### src/rtl/seg_scan_capture.sv
// Display monitor: watches the multiplexed 7-segment anode/cathode lines
// and rebuilds each digit's hex value, decimal point and freshness.
module seg_scan_capture #(
    parameter int N_DIG       = 4,
    parameter int STABLE_CYC  = 4,
    parameter int TIMEOUT_CYC = 1024
) (
    input  logic               clk_out,
    input  logic               rst,
    input  logic [N_DIG-1:0]   an_n,
    input  logic [6:0]         seg_n,
    input  logic               dp_n,
    output logic [4*N_DIG-1:0] digit_code,
    output logic [N_DIG-1:0]   digit_dp,
    output logic [N_DIG-1:0]   digit_valid,
    output logic               frame_done,
    output logic               err_multi
);
    localparam int SW  = N_DIG + 8;
    localparam int SBW = $clog2(STABLE_CYC + 1);
    localparam int TW  = $clog2(TIMEOUT_CYC + 1);
    localparam logic [SBW-1:0] STAB_FIRE = SBW'(STABLE_CYC - 1);
    localparam logic [SBW-1:0] STAB_MAX  = SBW'(STABLE_CYC);
    localparam logic [TW-1:0]  TMO_LAST  = TW'(TIMEOUT_CYC - 1);
    localparam logic [TW-1:0]  TMO_MAX   = TW'(TIMEOUT_CYC);

    logic [SW-1:0]    s_q;
    logic [SW-1:0]    p_q;
    logic [SBW-1:0]   stab;
    logic             armed;
    logic [N_DIG-1:0] done_mask;
    logic [N_DIG-1:0] mask_next;
    logic [TW-1:0]    tmo [N_DIG];

    logic             same;
    logic             cap;
    logic             one_low;
    logic             multi_low;
    logic             code_ok;
    logic [N_DIG-1:0] lows;
    logic [N_DIG-1:0] slot_hit;
    logic [6:0]       segs;
    logic [3:0]       code_val;

    assign same      = (s_q == p_q);
    assign cap       = armed && (stab == STAB_FIRE);
    assign lows      = ~p_q[SW-1 -: N_DIG];
    assign segs      = ~p_q[7:1];
    assign one_low   = (lows != '0) && ((lows & (lows - N_DIG'(1))) == '0);
    assign multi_low = (lows != '0) && !one_low;
    assign slot_hit  = (cap && one_low) ? lows : '0;

    always_comb begin
        code_ok  = 1'b1;
        code_val = 4'h0;
        case (segs)
            7'h3F: code_val = 4'h0;
            7'h06: code_val = 4'h1;
            7'h5B: code_val = 4'h2;
            7'h4F: code_val = 4'h3;
            7'h66: code_val = 4'h4;
            7'h6D: code_val = 4'h5;
            7'h7D: code_val = 4'h6;
            7'h07: code_val = 4'h7;
            7'h7F: code_val = 4'h8;
            7'h6F: code_val = 4'h9;
            7'h77: code_val = 4'hA;
            7'h7C: code_val = 4'hB;
            7'h39: code_val = 4'hC;
            7'h5E: code_val = 4'hD;
            7'h79: code_val = 4'hE;
            7'h71: code_val = 4'hF;
            default: code_ok = 1'b0;
        endcase
    end

    // A completed frame clears the mask, but a capture on that edge still counts.
    always_comb begin
        mask_next = (&done_mask) ? '0 : done_mask;
        if (code_ok) begin
            mask_next = mask_next | slot_hit;
        end
    end

    always_ff @(posedge clk_out) begin
        if (rst) begin
            s_q         <= '1;
            p_q         <= '1;
            stab        <= '0;
            armed       <= 1'b0;
            done_mask   <= '0;
            digit_code  <= '0;
            digit_dp    <= '0;
            digit_valid <= '0;
            frame_done  <= 1'b0;
            err_multi   <= 1'b0;
            for (int k = 0; k < N_DIG; k++) begin
                tmo[k] <= '0;
            end
        end else begin
            s_q <= {an_n, seg_n, dp_n};
            p_q <= s_q;
            if (!same) begin
                stab  <= '0;
                armed <= 1'b1;
            end else begin
                if (stab != STAB_MAX) begin
                    stab <= stab + SBW'(1);
                end
                if (cap) begin
                    armed <= 1'b0;
                end
            end
            err_multi  <= cap && multi_low;
            frame_done <= &done_mask;
            done_mask  <= mask_next;
            for (int k = 0; k < N_DIG; k++) begin
                if (slot_hit[k]) begin
                    digit_dp[k]          <= ~p_q[0];
                    digit_code[4*k +: 4] <= code_ok ? code_val : 4'h0;
                    digit_valid[k]       <= code_ok;
                    if (code_ok) begin
                        tmo[k] <= '0;
                    end
                end else if (digit_valid[k]) begin
                    if (tmo[k] == TMO_LAST) begin
                        digit_valid[k] <= 1'b0;
                    end
                    if (tmo[k] != TMO_MAX) begin
                        tmo[k] <= tmo[k] + TW'(1);
                    end
                end
            end
        end
    end
endmodule

### config.mk
export PLATFORM = sky130hd
export DESIGN_NAME = seg_scan_capture
export DESIGN_NICKNAME = d
export VERILOG_FILES = /design/src/rtl/seg_scan_capture.sv
export SDC_FILE = /design/constraint.sdc
export NUM_CORES = 1
export LEC_CHECK = 0
export CAP_MARGIN = 25
export CORE_MARGIN = 10
export CORE_UTILIZATION = 45
export CTS_CLUSTER_SIZE = 8
export DETAILED_ROUTE_END_ITERATION = 7
export DONT_BUFFER_PORTS = 1
export GPL_ROUTABILITY_DRIVEN = 0
export PLACE_DENSITY = 0.66
export SLEW_MARGIN = 15
export SYNTH_ARGS = -nofsm -noshare
export SYNTH_HDL_FRONTEND = slang
export SYNTH_SLANG_ARGS = --single-unit
### constraint.sdc
create_clock -name clk_out -period 2.44 [get_ports clk_out]
set_input_delay 0.366 -clock clk_out [delete_from_list [all_inputs] [get_ports clk_out]]
set_output_delay 0.366 -clock clk_out [all_outputs]
set_load 0.01 [all_outputs]
# == Word-level counts from Yosys, hierarchy flattened ==
# Memories as Yosys holds them, arrays and structs flattened.
# Cells that the tools add are included.
# op_classes
mux,63
n_reduce_logical,11
n_eq_ne,28
div,0
bitwise_logic,14
n_lt_le_gt_ge,0
shift,0
add_sub_neg,6
n_mul,0
# op_table
cell,count
11-bit 2-to-1 mux,8
7-bit equality test (second input constant),12
4-bit case mux with 15 select lines,1
1-bit 2-to-1 mux,50
11-bit by 1-bit adder with 11-bit output (second input constant),4
11-bit by 10-bit equality test with 1-bit output (second input constant),4
11-bit inequality test (second input constant),4
4-bit 2-to-1 mux,4
16-bit OR reduction,1
7-bit by 3-bit equality test with 1-bit output (second input constant),2
7-bit by 6-bit equality test with 1-bit output (second input constant),2
12-bit equality test,1
1-bit bitwise OR,8
7-bit NOT,1
1-bit logical AND,5
4-bit AND,1
4-bit logical NOT,1
4-bit NOT,1
4-bit bitwise OR,1
4-bit AND reduction,1
4-bit nonzero test,1
4-bit by 1-bit subtractor with 4-bit output (second input constant),1
3-bit by 1-bit adder with 3-bit output (second input constant),1
3-bit by 2-bit equality test with 1-bit output (second input constant),1
other kinds (5),6
# totals
memories,1
mem_bits_ro,0
ramBits,44
input_bits,14
ff_bits,58
latch_bits,0
# mem_list
name,depth,width,read_ports,rd_ports_with_merged_regs,write_ports,line_no,rtl
tmo,4,11,4,0,4,33,logic [TW-1:0] tmo [N_DIG];

# == Depth between registers and ports, before layout ==
# logic_depth
depth_word,12
depth_mapped,9

# == Worst setup path after synthesis ==
# OpenSTA, ideal clock, no wires.
# synth_path
path_type,reg-to-reg
start,register stab[0]
end,memory tmo[1][0] (netlist name) (enable)
slack_ns,-0.252
path_buffers,1
stages_incl_launch_ff,7
arrival_time_ns,2.298
period_less_slack_ns,2.692
path_cell_list,dfxtp_1 -> ha_1 -> ha_1 -> nand4_2 -> or3b_2 -> buf_2 -> o21ai_0
# synth_rtl
element,line_no,rtl
start: declaration,29,logic [SBW-1:0] stab;
start signal: assignment,108,stab <= stab + SBW'(1);
end: declaration,33,

==> results.md <==
* Status: completed
* Row cnt at 38
* Placed cells at 641
* Hold wc startpoint: rst
* Hold Vio Cnt, Final at 0
* H-tree depth at 3
* Total wire length at 9490 um
* Min setup slack post-route at 0.100 ns
* Area after DPL at 5130 um^2
* Non-filler cells, final at 658
* Worst Skew at 0.00950 ns
* Detailed Place HPWL at 6930 um
* Top post-synthesis cells by area: edfxtp_1 27%, dfxtp_1 24%, nor2_1 6.5%, xnor2_1 4.8%, xor2_1 3.9%
* Worst-Skew Late Latency at 0.36 ns
* Chip width at 124 um
* Clk root buf: clkbuf_8
* Fmax at 0.427 GHz
* Die height at 124 um
* Area leader, netlist: edfxtp_1
* CP Capture Type: flip-flop
* MaxCap Viol Count at 0
* Synth Instances at 502
* Share of power burned in combinational logic at 4.3%
* Async SR Flop Fraction at 0%
* Crit Reg-Reg Endpoint: tmo[0][3]
* Clock sinks at 102
* Pre-CTS WS at -0.0954 ns
* Area grow syn2layout at 8.63%
* Startpoint type of the worst setup path: flip-flop
* TritonCTS clock tree: built
* Fin nets at 538
* Most frequent CP cell: buf_4
* Setup TNS at 0 ns
* Vias in the first global route at 3247
* Syn. warnings at 0
* Io pins at 40
* Setup violators final at 0
* IR drop worst, VDD at 0.329 mV
* Worst r2r path cells at 8
* Port-buffer cells at 0
* Reg2reg setup slack at 0.10 ns
* Worst-path clk slew at 0.10 ns
* Routed wire per std cell at 14.4 um
* Initial antenna violation count at 0
* Leakage at 1.80 nW
* CP arrival at 2.41 ns
* Worst hold path class: in2reg
* Pins Over Slew Limit at 0
* Die area at 15500 um^2
* Pre-Repair DR Iteration Count at 4
* Largest net degree at the start of global routing at 71
* Critical path start-end classification: reg2reg
* Ys flop type: dfxtp_1
* Max Root-Sink Buffers at 2
* Slowest cell delay on critical path at 0.59 ns
* Starting Density at 45.6%
* Post-Syn Nets at 527
* Via/cell ratio at 5.22
* Yosys top cell area share at 27.0%
* Min cycle time layout at 2.34 ns
* Via count at 3432
* Area of the mapped netlist at 4900 um^2
* Post-synthesis average cell area at 9.77 um^2
* CTS Buf Count at 9
* Tot Pwr at 2.96 mW
* Seq pwr share at 63.4%
* Worst slew pin tran at 0.644 ns
* Number of synthesized flops with an enable pin at 44
* Post-route cell area at 5330 um^2
* PD cells at 556 nW/um^2
* First-pass GRT wire length at 15800 um
* Grt total ovfl at 0
* Final period util at 95.9%
* Worst r2r src: stab[1]
* Hold endpoint: digit_code[0]
* Data required, critical path at 2.51 ns
* Max-slew headroom at 56.8%
* GRT Total Usage at 12.0%
* CP cell instances: ha_1 > ha_1 > buf_4 > nand2_1 > or4b_1 > buf_4 > o21ai_1 > buf_4
* Clock power frac at 32.3%
* DRC Markers at 0
* Worst Hold Depth at 1
* Post-detailed-route count of antenna-violating nets at 0
* Diode count at 0
* CTS hold repair buffers at 0
* Yosys cell types at 52
* RSZ-0062 raised after global routing: false
* Layout cell share with drive strength beyond 1 at 15.4%
* Cell-internal power at 2.27 mW
* Core Box Area at 10700 um^2
* Slowest CP cell: or4b_1
* Switching power at 0.692 mW
* Sw Share at 23.4%
* Crit path max fanout at 11
* Iter 0 DRT Violations at 211
* #FFs+latches synth at 102
* Register area share after synthesis at 50.6%
[placed cells by master (no fill, tap or decap), types with 3 or more instances in the layout]
cell type / synthesis / routed
nor2_1: 85 / 85
dfxtp_1: 58 / 58
edfxtp_1: 44 / 44
nand2_1: 30 / 30
xnor2_1: 27 / 27
buf_4: 6 / 25
or2_2: 24 / 24
nand3_1: 23 / 23
xor2_1: 22 / 22
nand4_1: 17 / 17
inv_1: 16 / 16
a21oi_1: 13 / 13
a211oi_1: 12 / 12
ha_1: 11 / 11
clkbuf_8: 0 / 9
nor4_1: 8 / 8
o31ai_1: 8 / 8
nor3_1: 6 / 6
o21ai_0: 10 / 6
and3_1: 5 / 5
nand2b_1: 5 / 5
or3_1: 4 / 4
nor2b_1: 4 / 4
a31oi_1: 4 / 4
o211ai_1: 4 / 4
and4_1: 4 / 4
nor3b_2: 3 / 3
nor4b_1: 3 / 3
o21ai_1: 0 / 3
[timing repair]
item                                    4_1_cts  5_1_grt
endpoints found under the setup margin       11        1
setup buffers                                 0        1
resized for setup                             1        0
[kinds of logic (layout without fill, tap and decap cells)]
logic type               count (synthesis)  in the layout  synth area share, %
AO/OA/AOI/OAI                           60             60                 8.07
XOR/XNOR                                49             49                 8.75
adder cells (fa/ha/maj)                 11             11                 2.81
buffers and inverters                   42             58                 3.98
flip-flops                             102            102                 50.6
AND/OR/NAND/NOR                        238            238                 25.8
[flip-flops by register name (all words and copies together) (netlist names)]
register,cells
armed,1
frame_done,1
done_mask,4
digit_dp,4
digit_code,16
tmo,44
stab,3
s_q,12
err_multi,1
digit_valid,4
p_q,12
[worst max-delay path by stage]
stage / from / to / slack [ns] / cells after the start
after floorplan: stab[0] / tmo[1][0] / 0.05 / 6
after global placement: stab[1] / tmo[1][4] / -0.03 / 5
after detailed placement: stab[1] / tmo[1][2] / -0.1 / 5
after CTS: stab[1] / tmo[0][3] / 0.08 / 8
after global routing: stab[1] / tmo[0][6] / 0.003 / 8
final: stab[1] / tmo[0][3] / 0.10 / 8
[metrics by stage]
| step | util, % | hold slack [ns] |
|---|---|---|
| 3_5_place_dp | 47.7 | 0.449 |
| 6_report | 49.6 | 0.0856 |
| 4_1_cts | 49.4 | 0.0504 |
| 2_1_floorplan | - | 0.425 |
| 3_3_place_gp | 47.7 | 0.438 |
| 5_1_grt | 49.6 | 0.0577 |
[Yosys cell counts (all sizes together) (2+ instances only)]
cell type,number
nor2,85
dfxtp,58
edfxtp,44
nand2,31
xnor2,27
or2,24
nand3,23
xor2,22
buf,18
nand4,18
inv,16
a21oi,13
a211oi,12
ha,11
o21ai,11
clkbuf,8
nor3,8
nor4,8
o31ai,8
and3,6
nand2b,6
a31oi,4
and4,4
nor2b,4
nor3b,4
nor4b,4
o211ai,4
or3,4
or3b,3
a211o,2
a22oi,2
nand4b,2
[power groups by stage]
stage,registers [mW],clock network [mW],logic (mW)
floorplan,1.89,0,0.123
global placement,1.91,0,0.125
detailed placement,1.91,0,0.129
CTS,1.87,0.996,0.130
global route,1.88,1.07,0.144
finish,1.87,0.956,0.128
[final cells by class]
type	count	area, um^2
Tap cell	140	175
Inverter	16	60.1
Clock buffer	10	128
Timing Repair Buffer	26	208
Multi-Input combinational cell	358	2230
Clock inverter	6	43.8
Sequential cell	102	2480
Fill cell	1014	5420
[per-layer routing]
| metal | part of all wire (%) | routed length, um | vias to the layer above | GRT usage (%) |
|---|---|---|---|---|
| met2 | 50 | 4780 | 36 | 20.7 |
| met3 | 3.3 | 310 | 8 | 3.19 |
| met1 | 45 | 4300 | 1604 | 14.3 |
| met4 | 1.1 | 105 | 0 | 3.36 |
| met5 | 0 | 0 | - | 0 |
| li1 | - | - | 1784 | - |
[critical path: cells and delay by family (launching register included)]
family                   cells  cell delay (ns)
AND/OR/NAND/NOR              2             0.67
flip-flops                   1             0.37
buffers and inverters        3             0.54
AO/OA/AOI/OAI                1             0.12
adder cells (fa/ha/maj)      2             0.34
Power figures use the tool's default switching activity.
